===== config.mk =====
export PLATFORM = sky130hd
export DESIGN_NAME = power_seq_ctrl
export DESIGN_NICKNAME = d
export VERILOG_FILES = /design/src/rtl/power_seq_ctrl.sv
export SDC_FILE = /design/constraint.sdc
export NUM_CORES = 1
export LEC_CHECK = 0
export CAP_MARGIN = 30
export CORE_MARGIN = 4
export CORE_UTILIZATION = 35
export DETAILED_ROUTE_END_ITERATION = 10
export SLEW_MARGIN = 20
export SYNTH_ARGS = -nofsm -noshare
export SYNTH_HDL_FRONTEND = slang
export SYNTH_SLANG_ARGS = --single-unit

===== constraint.sdc =====
create_clock -name clk -period 2.14 [get_ports clk]
set_clock_uncertainty 0.2 [all_clocks]
set_input_delay 0.321 -clock clk [delete_from_list [all_inputs] [get_ports clk]]
set_output_delay 0.321 -clock clk [all_outputs]
set_load 0.05 [all_outputs]

===== src/rtl/power_seq_ctrl.sv =====
// Power-domain sequencer: save -> isolate -> switch off, and the reverse on wake.
// Supervises pgood while the domain is powered and parks in ERROR on a loss.
module power_seq_ctrl #(
    parameter int SAVE_CYCLES    = 10,
    parameter int ISO_CYCLES     = 5,
    parameter int RESTORE_CYCLES = 10,
    parameter int PGOOD_TIMEOUT  = 64
) (
    input  logic       clk,
    input  logic       rst,
    input  logic       pd_req,
    input  logic       wake_req,
    input  logic       pgood,
    input  logic       err_clr,
    output logic       save,
    output logic       restore,
    output logic       iso_en,
    output logic       pwr_sw_en,
    output logic       pd_ack,
    output logic       wake_ack,
    output logic       err,
    output logic [2:0] state
);

    typedef enum logic [2:0] {
        ACTIVE      = 3'd0,
        SAVING      = 3'd1,
        ISOLATING   = 3'd2,
        OFF         = 3'd3,
        POWERING_ON = 3'd4,
        RESTORING   = 3'd5,
        ERROR       = 3'd6
    } state_t;

    localparam logic [15:0] SAVE_LAST    = 16'(SAVE_CYCLES - 1);
    localparam logic [15:0] ISO_LAST     = 16'(ISO_CYCLES - 1);
    localparam logic [15:0] RESTORE_LAST = 16'(RESTORE_CYCLES - 1);
    localparam logic [15:0] PGOOD_LAST   = 16'(PGOOD_TIMEOUT - 1);

    state_t      cur_state;
    state_t      next_state;
    logic [15:0] cnt;

    always_ff @(posedge clk) begin
        if (rst) begin
            cur_state <= ACTIVE;
            cnt       <= '0;
            pd_ack    <= 1'b0;
            wake_ack  <= 1'b0;
        end else begin
            cur_state <= next_state;
            cnt       <= (next_state != cur_state) ? 16'd0 : cnt + 16'd1;
            // Acks mark only the completing transitions, so abort and ERROR->OFF stay silent.
            pd_ack    <= (cur_state == ISOLATING) && (next_state == OFF);
            wake_ack  <= (cur_state == RESTORING) && (next_state == ACTIVE);
        end
    end

    always_comb begin
        next_state = cur_state;
        case (cur_state)
            ACTIVE: begin
                if (!pgood)      next_state = ERROR;
                else if (pd_req) next_state = SAVING;
            end
            SAVING: begin
                // The last save cycle commits; a dropped request only aborts earlier.
                if (cnt == SAVE_LAST) next_state = ISOLATING;
                else if (!pd_req)     next_state = ACTIVE;
            end
            ISOLATING: begin
                if (cnt == ISO_LAST) next_state = OFF;
            end
            OFF: begin
                if (wake_req) next_state = POWERING_ON;
            end
            POWERING_ON: begin
                if (pgood)                  next_state = RESTORING;
                else if (cnt == PGOOD_LAST) next_state = ERROR;
            end
            RESTORING: begin
                if (!pgood)                   next_state = ERROR;
                else if (cnt == RESTORE_LAST) next_state = ACTIVE;
            end
            ERROR: begin
                if (err_clr) next_state = OFF;
            end
            default: next_state = ACTIVE;
        endcase
    end

    assign state     = cur_state;
    assign save      = (cur_state == SAVING);
    assign restore   = (cur_state == RESTORING);
    assign err       = (cur_state == ERROR);
    assign pwr_sw_en = (cur_state != OFF) && (cur_state != ERROR);
    assign iso_en    = (cur_state == ISOLATING) || (cur_state == OFF) ||
                       (cur_state == POWERING_ON) || (cur_state == RESTORING) ||
                       (cur_state == ERROR);

endmodule

; Yosys cells after proc, flatten, opt, wreduce, memory -nomap -nowiden
; Index checks and enable logic that the tools add are counted.
; Widths: inputs -> output; s select.
[totals]
ff_bits = 21
in_bits = 6
output_inout_bits = 10
wordCells = 40
[op_classes]
muxes = 12
reduce_logical = 10
add_sub_neg = 1
n_eq_ne = 13
[ops]
columns = cell, count
row1 = $mux 3, 11
row2 = $pmux 3 s7, 1
row3 = $add 16x1->16 const B, 1
row4 = $eq 16x3->1 const B, 1
row5 = $eq 16x4->1 const B, 1
row6 = $eq 16x6->1 const B, 1
row7 = $eq 3x2->1 const B, 3
row8 = $eq 3x3->1 const B, 3
row9 = $logic_not 3->1, 2
row10 = $logic_or 1x1->1, 4
row11 = $eq 3x1->1 const B, 1
row12 = $logic_and 1x1->1, 3
row13 = $ne 3x2->1 const B, 1
row14 = $ne 3x3->1, 1
row15 = $ne 3x3->1 const B, 1
row16 = $reduce_or 2->1, 1

; Depth between registers and ports, before layout
; Gate-level depths: netlist of run 1.
[depth]
word_depth = 6
ltp_mapped = 8
mapped_depth_nobuf = 7

; Worst setup path after synthesis of run 1
; No wires, ideal clock.
[synth_timing]
kind = register -> output
from = reg cur_state[2] (netlist: state[2])
to = out save
slack_ns = -0.410
required_time_ns = 1.619
n_path_buf = 2
arrival_ns = 2.029
stages_incl_launch_ff = 4
cell_sequence = dfxtp_1 -> clkbuf_1 -> clkbuf_1 -> nor3_1
[synth_between]
elab_chain_len = 1
[synth_rtl]
columns = element, line_no
row1 = start: declaration, 40  ; state_t cur_state;
row2 = start signal: assignment, 51  ; cur_state <= next_state;
row3 = $eq 3x1->1, 93  ; assign save = (cur_state == SAVING);
row4 = end: declaration, 15  ; output logic save,
; No other way between the ends.

; Worst setup path in the final report of run 1
[layout_timing]
from = reg cnt[8]
to = reg cnt[12]
[layout_between]
elab_chain_len = 6
elab_cells_between_ends = 13
classes_between = add/sub: 1 / eq/ne: 4 / mux: 7 / reduce/logical: 1
[layout_rtl]
columns = element, line_no
row1 = start: declaration, 42  ; logic [15:0] cnt;
row2 = start signal: assignment, 52  ; cnt <= (next_state != cur_state) ? 16'd0 : cnt + 16'd1;
row3 = $eq 16x4->1 / $eq 16x6->1 (equally long branches), "68, 83, 79"
row4 = "$mux 3, on equally long branches", "83, 79"
row5 = "$mux 3, on equally long branches", "82, 78"
row6 = $pmux 3 s7, 61  ; case (cur_state)
row7 = $ne 3x3->1, 52
row8 = $reduce_or 2->1 (no source line), n/a
; Parallel ways exist; a longest one is shown, timed or not.
; A chain may end at the register's enable or synchronous reset.

==> results of run 1 <==
layout by cell type, fill, tap and decap left out, drive strengths merged, types with 4 or more instances in the layout:
master         instances
dfxtp                 21
nand3                 10
clkdlybuf4s50          7
nor2                  21
xor2                  11
nor4                   4
nand2                 11
a21oi                  6
inv                    5
clkbuf                 4
buf                   34
nor3                   9
o21ai                  6
xnor2                  4
or4                    5
critical path: stages (launching register included):
cell,delay [ps]
dfxtp_2,340
or4_4,560
buf_6,140
nor3_4,210
a211oi_2,120
o21ai_4,240
clkbuf_16,200
nor2_2,40
area by class of cell:
cell class	instances	area, µm²
fillers	341	1660
multi-input cells	116	810
flip-flops and latches	21	429
repair buffers	42	408
well taps	46	57.6
clock buffers	3	22.5
inverters	6	22.5
clock inverters	1	5.00
path summary, 6_finish.rpt:
path / slack (ps) / cells after the start / to / start
max: -6 / 7 / cnt[12] / cnt[8]
min: 370 / 2 / cnt[14] / cnt[14]
max reg2reg: -6 / 7 / cnt[12] / cnt[8]
min reg2reg: 370 / 2 / cnt[14] / cnt[14]
registers in the layout, summed over array words and instances (netlist names):
register	flops
pd_ack	1
cnt	16
state	3
wake_ack	1
power by group through the flow:
stage | clock, mW | combinational (mW) | sequential (mW)
after floorplan | 0 | 0.202 | 0.460
after global placement | 0 | 0.328 | 0.444
after global routing | 0.215 | 0.377 | 0.440
after CTS | 0.201 | 0.353 | 0.436
after detailed placement | 0 | 0.330 | 0.444
final | 0.191 | 0.350 | 0.436
logic make-up (layout without fill, tap and decap cells):
family | count (synthesis) | after routing | synth area share (%)
AOI/OAI and AO/OA | 20 | 20 | 10.7
xor gates and xnor gates | 15 | 15 | 10.4
adders and majority gates | 3 | 3 | 2.97
buffers and inverters | 13 | 52 | 5.35
DFF | 21 | 21 | 33.3
muxes | 2 | 2 | 1.59
and+or+nand+nor | 76 | 76 | 35.7
repair_timing:
item                                    CTS  global route
resized for setup                         7             6
gates cloned                              1             0
setup buffers                             2             1
pin swaps                                 2             5
endpoints found under the setup margin   16            17
per-stage QoR:
step | TNS (ps) | util, % | instances | hold WS, ps | total power [mW]
2_1_floorplan | 0 | - | 150 | 181 | 0.662
3_5_place_dp | -3390 | 48.2 | 228 | 335 | 0.774
5_1_grt | -1080 | 51.4 | 235 | 394 | 1.03
3_3_place_gp | -2930 | 48.2 | 228 | 325 | 0.772
4_1_cts | -434 | 50.7 | 234 | 368 | 0.990
6_report | -24.3 | 51.4 | 235 | 368 | 0.977
layer usage:
layer,share of wire (%),global-route usage [%],vias to the layer above
met5,0,0,-
met2,47,24.4,23
met3,4.2,2.63,4
li1,-,-,612
met1,48,18.5,558
met4,1.0,4.47,0
==> results.md, run 1 <==
- Status: finished, violations left
- Failing checks: negative setup slack
- Num CTS Buffers: 3
- Max cap viols: 0
- Smallest setup slack after layout: -6.48 ps
- Die height: 68.1 µm
- DRC Markers: 0
- Leading area contributor after synthesis: dfxtp_1
- Nets: 199
- Post-synthesis async set-or-reset flop share: 0%
- Largest cells by area after synthesis: dfxtp_1 (33%), xor2_1 (7.6%), nor2_2 (5.0%), nand3_1 (4.0%), nand2_1 (3.3%)
- Initial Util: 37.0%
- Static leakage: 0.671 nW
- Die ar.: 0.00463 mm²
- Post-synthesis sequential area ratio: 33.3%
- Fin area: 0.00175 mm²
- RSZ-0062 raised after global routing: yes
- Max Clock Freq: 0.466 GHz
- Hold buffers post-CTS: 0
- Clock network power share: 19.6%
- Critical Path Sink Type: register
- Core Region: 0.00342 mm²
- CP Max Fanout: 8
- Largest net degree at the start of global routing: 15
- Via Count: 1197
- DRT antenna net count: 0
- CTS tree: yes
- WL final: 3.05 mm
- Vias in the first global route: 1112
- Top Ports: 16
- # clock sinks: 21
- Routed wire per std cell: 13.0 µm
- Post-synth EDFFs: 0
- Most common cell in the netlist: dfxtp_1
- Required time worst endpoint: 2160 ps
- Pre-CTS setup slack: -226 ps
- DRT iter0 DRCs: 55
- Syn_area_per_cell: 8.42 µm²
- Ys Warns: 0
- Skew-Pair Late Insertion Delay: 310 ps
- Worst slew pin tran: 492 ps
- Die width: 68.1 µm
- Share of the synthesized area in the top cell type: 33.3%
- Final setup violation count: 7
- Area Growth Syn to Fin: 38.9%
- Initial antenna violation count: 0
- Global route overflow: 0
- Max-slew violation count: 0
- Clock buffer depth: 2
- Htree depth: 1
- Cell Pwr Density: 557 mW/mm²
- Final Cycle Share: 100%
- Mapped Nets: 159
- Synthesized area: 0.00126 mm²
- Mapped Cells: 150
- Share of cells above drive strength 1: 35.4%
- Critical path type: reg2reg
- Root buffer cell: clkbuf_4
- Worst EP arrival: 2170 ps
- Minimum clock period: 2150 ps
- Register share of total power: 44.6%
- Int Pwr: 625 µW
- Main synth FF type: dfxtp_1
- First-pass GRT wire length: 5.04 mm
- Routability cong.: 0.885
- DPL Wire Length: 2.29 mm
- Worst-path clk slew: 130 ps
- Placement row count: 21
- I/O Buffers: 15
- Post-synth top cells: dfxtp_1 (21), nand2_1 (11), nor2_1 (11), xor2_1 (11)
- Sw Pwr: 352 µW
- FF+latch count, synth: 21
- Via/cell ratio: 5.09
- Fin. Hold Viols: 0
- Distinct cells, synth: 40
- Diodes inserted: 0
- Peak supply drop: 0.262 mV
- Switch share: 36.0%
- Hold Path Class: reg2reg
- Rel. slew slack: 67.1%
- DR pass1 iterations: 4
- Comb power frac: 35.8%
- Global Route Usage Sum: 14.4%
- Crit path launch type: register
- Area after DPL: 0.00165 mm²
(Power assumes the default switching activity.)
==> inputs of run 2 (changes only) <==
--- a/config.mk
+++ b/config.mk
@@ -9,6 +9,7 @@
 export CORE_MARGIN = 4
 export CORE_UTILIZATION = 35
 export DETAILED_ROUTE_END_ITERATION = 10
+export SKIP_LAST_GASP = 1
 export SLEW_MARGIN = 20
 export SYNTH_ARGS = -nofsm -noshare
 export SYNTH_HDL_FRONTEND = slang
==> constraint.sdc (replaced) <==
create_clock -name clk -period 1.8 [get_ports clk]
set_clock_uncertainty 0.2 [all_clocks]
set_input_delay 0.27 -clock clk [delete_from_list [all_inputs] [get_ports clk]]
set_output_delay 0.27 -clock clk [all_outputs]
set_load 0.05 [all_outputs]
==> run 2 against run 1 <==
Compared with the run above:
- the run still ends with negative setup slack left
- via count is 15% higher
- final cell count up 11%
- worst hold slack improved by 34 ps
- combinational power grew 80%
==> results.md, run 2 (synthesized netlist as in run 1, its figures left out) <==
- Routability cong.: 0.847 (-4.2%)
- Largest net degree at the start of global routing: 13 (-2)
- Initial antenna violation count: 0 (unchanged)
- Layout Cells excl Fill: 262 (+11%)
- Worst EP arrival: 2120 ps (-50 ps)
- Area Growth Syn to Fin: 68.9%
- Num CTS Buffers: 3 (unchanged)
- CTS tree: yes
- Final Cycle Share: 117% (+17 points)
- Hold Path Class: reg2reg
- Placement row count: 21 (unchanged)
- CP max stage cell: or4_4
- Via Count: 1377 (+15%)
- Most frequent cells in the layout: buf_4 (44), dfxtp_1 (13), xor2_1 (11)
- Biggest register: cnt
- Via/cell ratio: 5.26 (+3.2%)
- Vias in the first global route: 1312 (+18%)
- Die width: 68.1 µm (unchanged)
- Smallest setup slack after layout: -304 ps (-297 ps)
- Post-Place Cells: 245 (+7.5%)
- Fillers: 285 (-16%)
- DRC Markers: 0 (unchanged)
- DRT antenna net count: 0 (unchanged)
- Initial Util: 37.0% (unchanged)
- Failing checks: negative setup slack
- Area of the multi-input gates: 900 µm² (+11%)
- Required time worst endpoint: 1810 ps (-350 ps)
- First-pass GRT wire length: 5.99 mm (+19%)
- Max cap viols: 0 (unchanged)
- Core Region: 0.00342 mm² (unchanged)
- DPL Wire Length: 2.52 mm (+10%)
- Global route overflow: 0 (unchanged)
- Worst-path clk slew: 120 ps (about the same)
- Global Route Usage Sum: 17.0% (+2.6 points)
- Die ar.: 0.00463 mm² (unchanged)
- # clock sinks: 21 (unchanged)
- Peak supply drop: 0.344 mV (+31%)
- Nets: 226 (+14%)
- Status: finished, violations left
- Share of cells above drive strength 1: 51.9% (+16 points)
- Routed wire per std cell: 14.7 µm (+14%)
- Cell Pwr Density: 644 mW/mm² (+16%)
- Final setup violation count: 21 (+14)
- Worst slew pin tran: 302 ps (-190 ps)
- Crit path launch type: register
- Max-slew violation count: 0 (unchanged)
- Skew-Pair Late Insertion Delay: 300 ps (about the same)
- Slowest stage delay, CP: 550 ps (about the same)
- Critical path type: reg2reg
- DRT iter0 DRCs: 61 (+11%)
- Commonest non-fill, non-tap cell in the layout: buf_4
- I/O Buffers: 15 (unchanged)
- Pre-CTS setup slack: -448 ps (-222 ps)
- Crit-path cells: or4_4 -> nor4_4 -> o32ai_2 -> o21ai_4 -> buf_6 -> nor3_1
- Rel. slew slack: 79.7% (+13 points)
- Minimum clock period: 2100 ps (-43.0 ps)
- Htree depth: 1 (unchanged)
- CP Max Fanout: 8 (unchanged)
- Critical Path Sink Type: register
- Die height: 68.1 µm (unchanged)
- RSZ-0062 raised after global routing: yes
- Diodes inserted: 0 (unchanged)
- Register Area: 438 µm² (+2.0%)
- Max reg flops: 16 (unchanged)
- Hold buffers post-CTS: 0 (unchanged)
- WL final: 3.86 mm (+27%)
- Top Ports: 16 (unchanged)
- Fin. Hold Viols: 0 (unchanged)
- DR pass1 iterations: 4 (unchanged)
- Setup TNS: -5130 ps (-5100 ps)
- Root buffer cell: clkbuf_4
- Static leakage: 0.849 nW (+27%)
- Max Clock Freq: 0.475 GHz (+2.0%)
- Clock buffer depth: 2 (unchanged)
## run 2: what timing repair did
action                     in CTS  in global routing
gates resized for setup        13                 27
pin swaps                       4                 17
setup endpoints to repair      24                 26
cloned                          1                  0
setup buffers                   8                  7
## run 2: worst max-delay path, delay by kind of cell, from the launching register on
family	cells	cell delay (ps)
simple gates	3	950
compound gates	2	360
flops	1	340
buf+inv	1	170
## run 2: routing by layer
metal,global-route usage (%),share of wire (%)
met3,3.12,4.9
met5,0,0
met4,5.96,2.1
met2,31.9,52
met1,18.9,41
## run 2: final timing paths
check | start | slack (ps) | endpoint | cells after the start
max | cnt[5] | -300 | cnt[1] | 6
min | state[2] | 400 | pd_ack | 2
max reg2reg | cnt[5] | -300 | cnt[1] | 6
min reg2reg | state[2] | 400 | pd_ack | 2
## run 2: where the power goes
group	switching (mW)	total [mW]	internal, mW	leakage (nW)
sequential	0.0256	0.511	0.485	0.175
clock	0.149	0.232	0.0829	0.0177
combinational	0.323	0.630	0.307	0.657
## run 2: cell type report
class | count | area share [%]
timing repair buffer | 69 | 32.0
inverter | 6 | 1.23
clock buffer | 3 | 1.06
sequential | 21 | 20.5
clock inverter | 1 | 0.235
tap | 46 | 2.70
multi-input combinational | 116 | 42.2
## run 2: metrics by stage
step / power [mW] / utilization, % / hold slack [ps] / instance area (µm²)
after CTS: 1.32 / 58.7 / 398 / 2000
final: 1.37 / 62.4 / 402 / 2130
after global routing: 1.44 / 62.4 / 424 / 2130
after floorplan: 0.796 / - / 130 / 1300
after global placement: 1.01 / 54.2 / 362 / 1850
after detailed placement: 1.02 / 54.2 / 395 / 1850
